### src/rtl/int32_to_ascii.sv
// int32_to_ascii
//   Converts a signed 32-bit integer into an ASCII byte stream: an optional
//   '-', then the decimal digits MSB-first with no leading zeros, then an
//   optional separator. Values arrive on a valid/ready handshake. Bytes leave
//   on a second valid/ready handshake, with char_last marking the final byte.
//
//   Ports:
//     clk, rst                  rising-edge clock, async active-high reset
//     value_in/valid/ready      input value handshake (ready only in IDLE)
//     char_out/valid/ready      output byte handshake
//     char_last                 final byte of the current number
//
//   Digits are produced LS-first by repeated divide-by-10, one per cycle,
//   into a 10-entry nibble buffer. That buffer is then read back
//   top-down. Every output is decoded from registered state only.
module int32_to_ascii #(
  parameter bit          SEP_EN   = 1'b1,
  parameter logic [7:0]  SEP_CHAR = 8'h20
) (
  input  logic        clk,
  input  logic        rst,
  input  logic [31:0] value_in,
  input  logic        value_valid,
  output logic        value_ready,
  output logic [7:0]  char_out,
  output logic        char_valid,
  input  logic        char_ready,
  output logic        char_last
);

  localparam logic [2:0] S_IDLE  = 3'd0;
  localparam logic [2:0] S_CONV  = 3'd1;
  localparam logic [2:0] S_SIGN  = 3'd2;
  localparam logic [2:0] S_DIGIT = 3'd3;
  localparam logic [2:0] S_SEP   = 3'd4;

  logic [2:0]  state;
  logic        neg;
  logic [31:0] mag;
  logic [3:0]  cnt;
  logic [3:0]  dig_buf [0:9];

  logic [31:0] quo;
  logic [3:0]  quo_lo10;
  logic [3:0]  rem4;
  logic [31:0] abs_in;

  // The remainder is always < 10, so it can be recovered from the low nibble
  // alone: mag - 10*quo taken modulo 16.
  assign quo      = mag / 32'd10;
  assign quo_lo10 = quo[3:0] * 4'd10;
  assign rem4     = mag[3:0] - quo_lo10;

  // Unsigned magnitude. 0x80000000 maps to itself, which is the correct
  // magnitude 2147483648 when read as unsigned.
  assign abs_in = value_in[31] ? (~value_in + 32'd1) : value_in;

  always_ff @(posedge clk or posedge rst) begin
    if (rst) begin
      state <= S_IDLE;
      neg   <= 1'b0;
      mag   <= '0;
      cnt   <= '0;
    end else begin
      case (state)
        S_IDLE: if (value_valid) begin
          neg   <= value_in[31];
          mag   <= abs_in;
          cnt   <= '0;
          state <= S_CONV;
        end
        S_CONV: begin
          mag <= quo;
          cnt <= cnt + 4'd1;
          if (quo == 32'd0) state <= neg ? S_SIGN : S_DIGIT;
        end
        S_SIGN: if (char_ready) state <= S_DIGIT;
        S_DIGIT: if (char_ready) begin
          cnt <= cnt - 4'd1;
          if (cnt == 4'd1) state <= SEP_EN ? S_SEP : S_IDLE;
        end
        S_SEP: if (char_ready) state <= S_IDLE;
        default: state <= S_IDLE;
      endcase
    end
  end

  // Digit storage needs no reset; it is always written before being read.
  always_ff @(posedge clk) begin
    if (state == S_CONV) dig_buf[cnt] <= rem4;
  end

  assign value_ready = (state == S_IDLE);
  assign char_valid  = (state == S_SIGN) || (state == S_DIGIT) || (state == S_SEP);
  assign char_last   = (state == S_SEP) ||
                       (!SEP_EN && (state == S_DIGIT) && (cnt == 4'd1));

  always_comb begin
    char_out = 8'h00;
    case (state)
      S_SIGN:  char_out = 8'h2D;
      S_DIGIT: char_out = 8'h30 + {4'h0, dig_buf[cnt - 4'd1]};
      S_SEP:   char_out = SEP_CHAR;
      default: char_out = 8'h00;
    endcase
  end

endmodule

### config.mk
export PLATFORM = sky130hd
export DESIGN_NAME = int32_to_ascii
export DESIGN_NICKNAME = d
export VERILOG_FILES = /design/src/rtl/int32_to_ascii.sv
export SDC_FILE = /design/constraint.sdc
export NUM_CORES = 1
export LEC_CHECK = 0
export BUFFER_PORTS_ARGS = -buffer_cell sky130_fd_sc_hd__clkbuf_2
export CELL_PAD_IN_SITES_DETAIL_PLACEMENT = 0
export CELL_PAD_IN_SITES_GLOBAL_PLACEMENT = 2
export CORE_AREA = 2 2 165 167
export DETAILED_ROUTE_END_ITERATION = 10
export DIE_AREA = 0 0 167 169
export PLACE_DENSITY = 0.94
export SLEW_MARGIN = 25
export SYNTH_ARGS = -nofsm -noshare
export SYNTH_HDL_FRONTEND = slang
export SYNTH_SLANG_ARGS = --single-unit
export TNS_END_PERCENT = 100
### constraint.sdc
create_clock -name clk -period 13.76 [get_ports clk]
set_clock_uncertainty 0.05 [all_clocks]
set_input_delay 2.752 -clock clk [delete_from_list [all_inputs] [get_ports clk]]
set_output_delay 2.752 -clock clk [all_outputs]
set_load 0.01 [all_outputs]
==> impl_metrics.yaml <==
setup_path:
  crit_path_frequent_cell: "buf_4"
  cp-startpoint: "mag[28]$_DFFE_PP0P_"
  start_kind: "flip-flop"
  crit_path_max_incr_delay_ns: 0.58
  path_max_fanout: 14
  worstSetupPathType: "flip-flop to flip-flop"
  timing.rr.start: "mag[28]$_DFFE_PP0P_"
  cp.arrival_ns: 13.28
  cp.required_ns: 13.81
  crit_path_end_kind: "flip-flop"
  slowest_stage: "o41ai_4"
outcome:
  status: "finished, final reports clean"
floorplanning:
  coreArea_mm2: 0.0265
  io_pins: 47
  start_util: 0.386
  die_x_um: 167
  rows: 60
  die_y_um: 169
  dieArea_mm2: 0.0282
min_path:
  holdCritPathClass: "flip-flop to flip-flop"
  hold_start: "mag[1]$_DFFE_PP0P_"
synth:
  yosys_warnings: 0
  avgSynthCellArea_um2: 8.16
  synth_edf_count: 40
  synth_area_mm2: 0.0102
  ys_seq_area_frac: 0.215
  synth_flop_cell: "edfxtp_1"
  async_reset_ff_frac: 0.500
  synth_cell_type_count: 137
  synth_seq_cells: 80
  synthCells: 1254
clocking:
  clock-sinks: 80
  cts_hold_buf: 0
  clock_latency_ns: 0.35
  cts_root_buf: "clkbuf_16"
  cts-htree-levels: 3
  cts_tree: "built"
  cts_buffers: 9
  clkTransAtPathRegs_ns: 0.06
  cts_buffer_depth: 2
timing:
  slew_headroom: 0.377
  final-hold-violation-count: 0
  fin_crit_ns: 13.24
  drv_slew: 0
  max_clock_freq_mhz: 75.5
  setup_ws_ns: 0.521
  finalCritPeriodShare: 0.962
  worst_pin_slew_ns: 0.934
  setup_viol_count_final: 0
route:
  routed_wl_mm: 31.2
  route.detailed.drc: 0
  first_pass_iters: 5
  vias: 10400
  drtIter0Drc: 977
  final_antenna_net_count: 0
  routed_via_density: 6.35
  drt-wirelength-per-cell_um: 19.0
cells_and_area:
  fin_nets: 1341
  area_growth_pct: 14.8
  mostFrequentLayoutCells: "nand2_1 (120), buf_4 (89), nor2_1 (88), o21ai_0 (59), a21oi_1 (57)"
  layout_commonest_cell: "nand2_1"
  nFillCells: 2628
  antenna_cells: 0
  drive_above_1_share: 0.228
global_routing:
  grt_pass1_wl_mm: 49.0
  antenna_found_initial: 0
  track_usage: 0.207
  grt_overflow_total: 0
  grt_pass1_vias: 9331
  grt_max_degree: 41
placed_design:
  io_buffers: 44
  gp_congestion: 0.882
  dp_hpwl_mm: 22.7
  pre_cts_slack_ns: -0.250
run:
  maxCapViolations: 0
worst max-delay path: cells and delay by family (launching register included):
kind / cells / cell delay, ns
adders and majority gates: 3 / 0.83
and+or+nand+nor: 12 / 3.01
DFF: 1 / 0.49
muxes: 4 / 1.20
buffers and inverters: 9 / 1.18
AOI/OAI and AO/OA: 24 / 5.38
xor gates and xnor gates: 5 / 0.83
cells in the mapped netlist, drive strengths merged, types with 7 or more instances:
library cell	instances	area [µm²]
or4	13	97.6
a31oi	17	121
o41ai	11	130
o211ai	24	185
clkinv	7	26.3
xor2	33	304
o221ai	34	340
nor3	51	272
mux4	9	203
clkbuf	53	200
ha	8	100
buf	53	353
nand3	57	285
o211a	11	110
a211oi	14	120
a32oi	9	113
inv	33	124
nor4	15	100
o22ai	11	87.6
nand4	17	119
dfrtp	40	1000
xnor2	26	235
o31ai	18	140
nor2	91	349
o2111ai	7	61.3
nand2	122	463
and2	22	138
edfxtp	40	1200
mux2i	33	347
or3	12	80.1
a21o	12	90.1
mux2	7	78.8
a22oi	9	72.6
a211o	10	88.8
o21ai	77	400
nand2b	15	93.8
a21oi	64	328
and3	17	108
o21a	13	98.9
a221oi	7	86.3
nor2b	7	46.3
stage by stage:
step / area, µm² / TNS, ns / utilization / cells / hold slack [ns]
global route: 11700 / -0.909 / 0.443 / 1642 / 0.483
floorplan: 10200 / 0 / - / 1255 / 0.406
finish: 11700 / 0 / 0.443 / 1642 / 0.459
global placement: 10900 / 0 / 0.409 / 1603 / 0.423
detailed placement: 10900 / -2.50 / 0.409 / 1603 / 0.433
CTS: 11200 / 0 / 0.421 / 1619 / 0.461
repair_timing:
action / in CTS / in global routing
setup endpoints to repair: 10 / 30
pin swaps: 0 / 15
buffers inserted: 0 / 21
cloned: 0 / 2
endpoints found under the hold margin: 0 / 0
resized for setup: 2 / 72
sequential cells by signal, indices dropped and copies added, names as in the netlist:
signal   cells
dig_buf     40
mag         32
cnt          4
state        3
neg          1
path summary, 6_finish.rpt:
path | to | slack, ns | cells past startpoint
min in group asynchronous | mag[28]$_DFFE_PP0P_ | 2.54 | 2
max reg2reg | dig_buf[1][3]$_DFFE_PP_ | 0.52 | 57
max | dig_buf[1][3]$_DFFE_PP_ | 0.52 | 57
max in group asynchronous | mag[27]$_DFFE_PP0P_ | 10.48 | 2
min reg2reg | mag[1]$_DFFE_PP0P_ | 0.46 | 2
min | mag[1]$_DFFE_PP0P_ | 0.46 | 2
area by class of cell:
type                    instances  area, µm²  share of cell area
clock buffers                   9        225              0.0192
clock inverters                 7       85.1             0.00724
inverters                      40        150              0.0128
multi-input cells            1031       7740               0.659
flip-flops and latches         80       2210               0.188
well taps                     341        427              0.0363
repair buffers                134        908              0.0773
per-layer routing:
layer	share of wire	track usage	wire length, µm
met5	0	0	0
met2	0.48	0.340	15100
met4	0.020	0.0521	625
met3	0.059	0.0208	1840
met1	0.44	0.292	13700
logic make-up (layout without fill, tap and decap cells):
| kind of cell | Yosys count | in the layout | synth area share |
|---|---|---|---|
| AND/OR/NAND/NOR | 479 | 479 | 0.244 |
| other | 1 | 2 | 0.000367 |
| adder cells (fa/ha/maj) | 12 | 12 | 0.0147 |
| buffers and inverters | 146 | 190 | 0.0687 |
| XOR/XNOR | 60 | 60 | 0.0549 |
| multiplexers | 49 | 49 | 0.0614 |
| AO/OA/AOI/OAI | 427 | 429 | 0.341 |
| flip-flops | 80 | 80 | 0.215 |
Power is left out: the tool's default activity adds up to more than one toggle a clock period on the data nets, which glitch-free logic cannot reach.
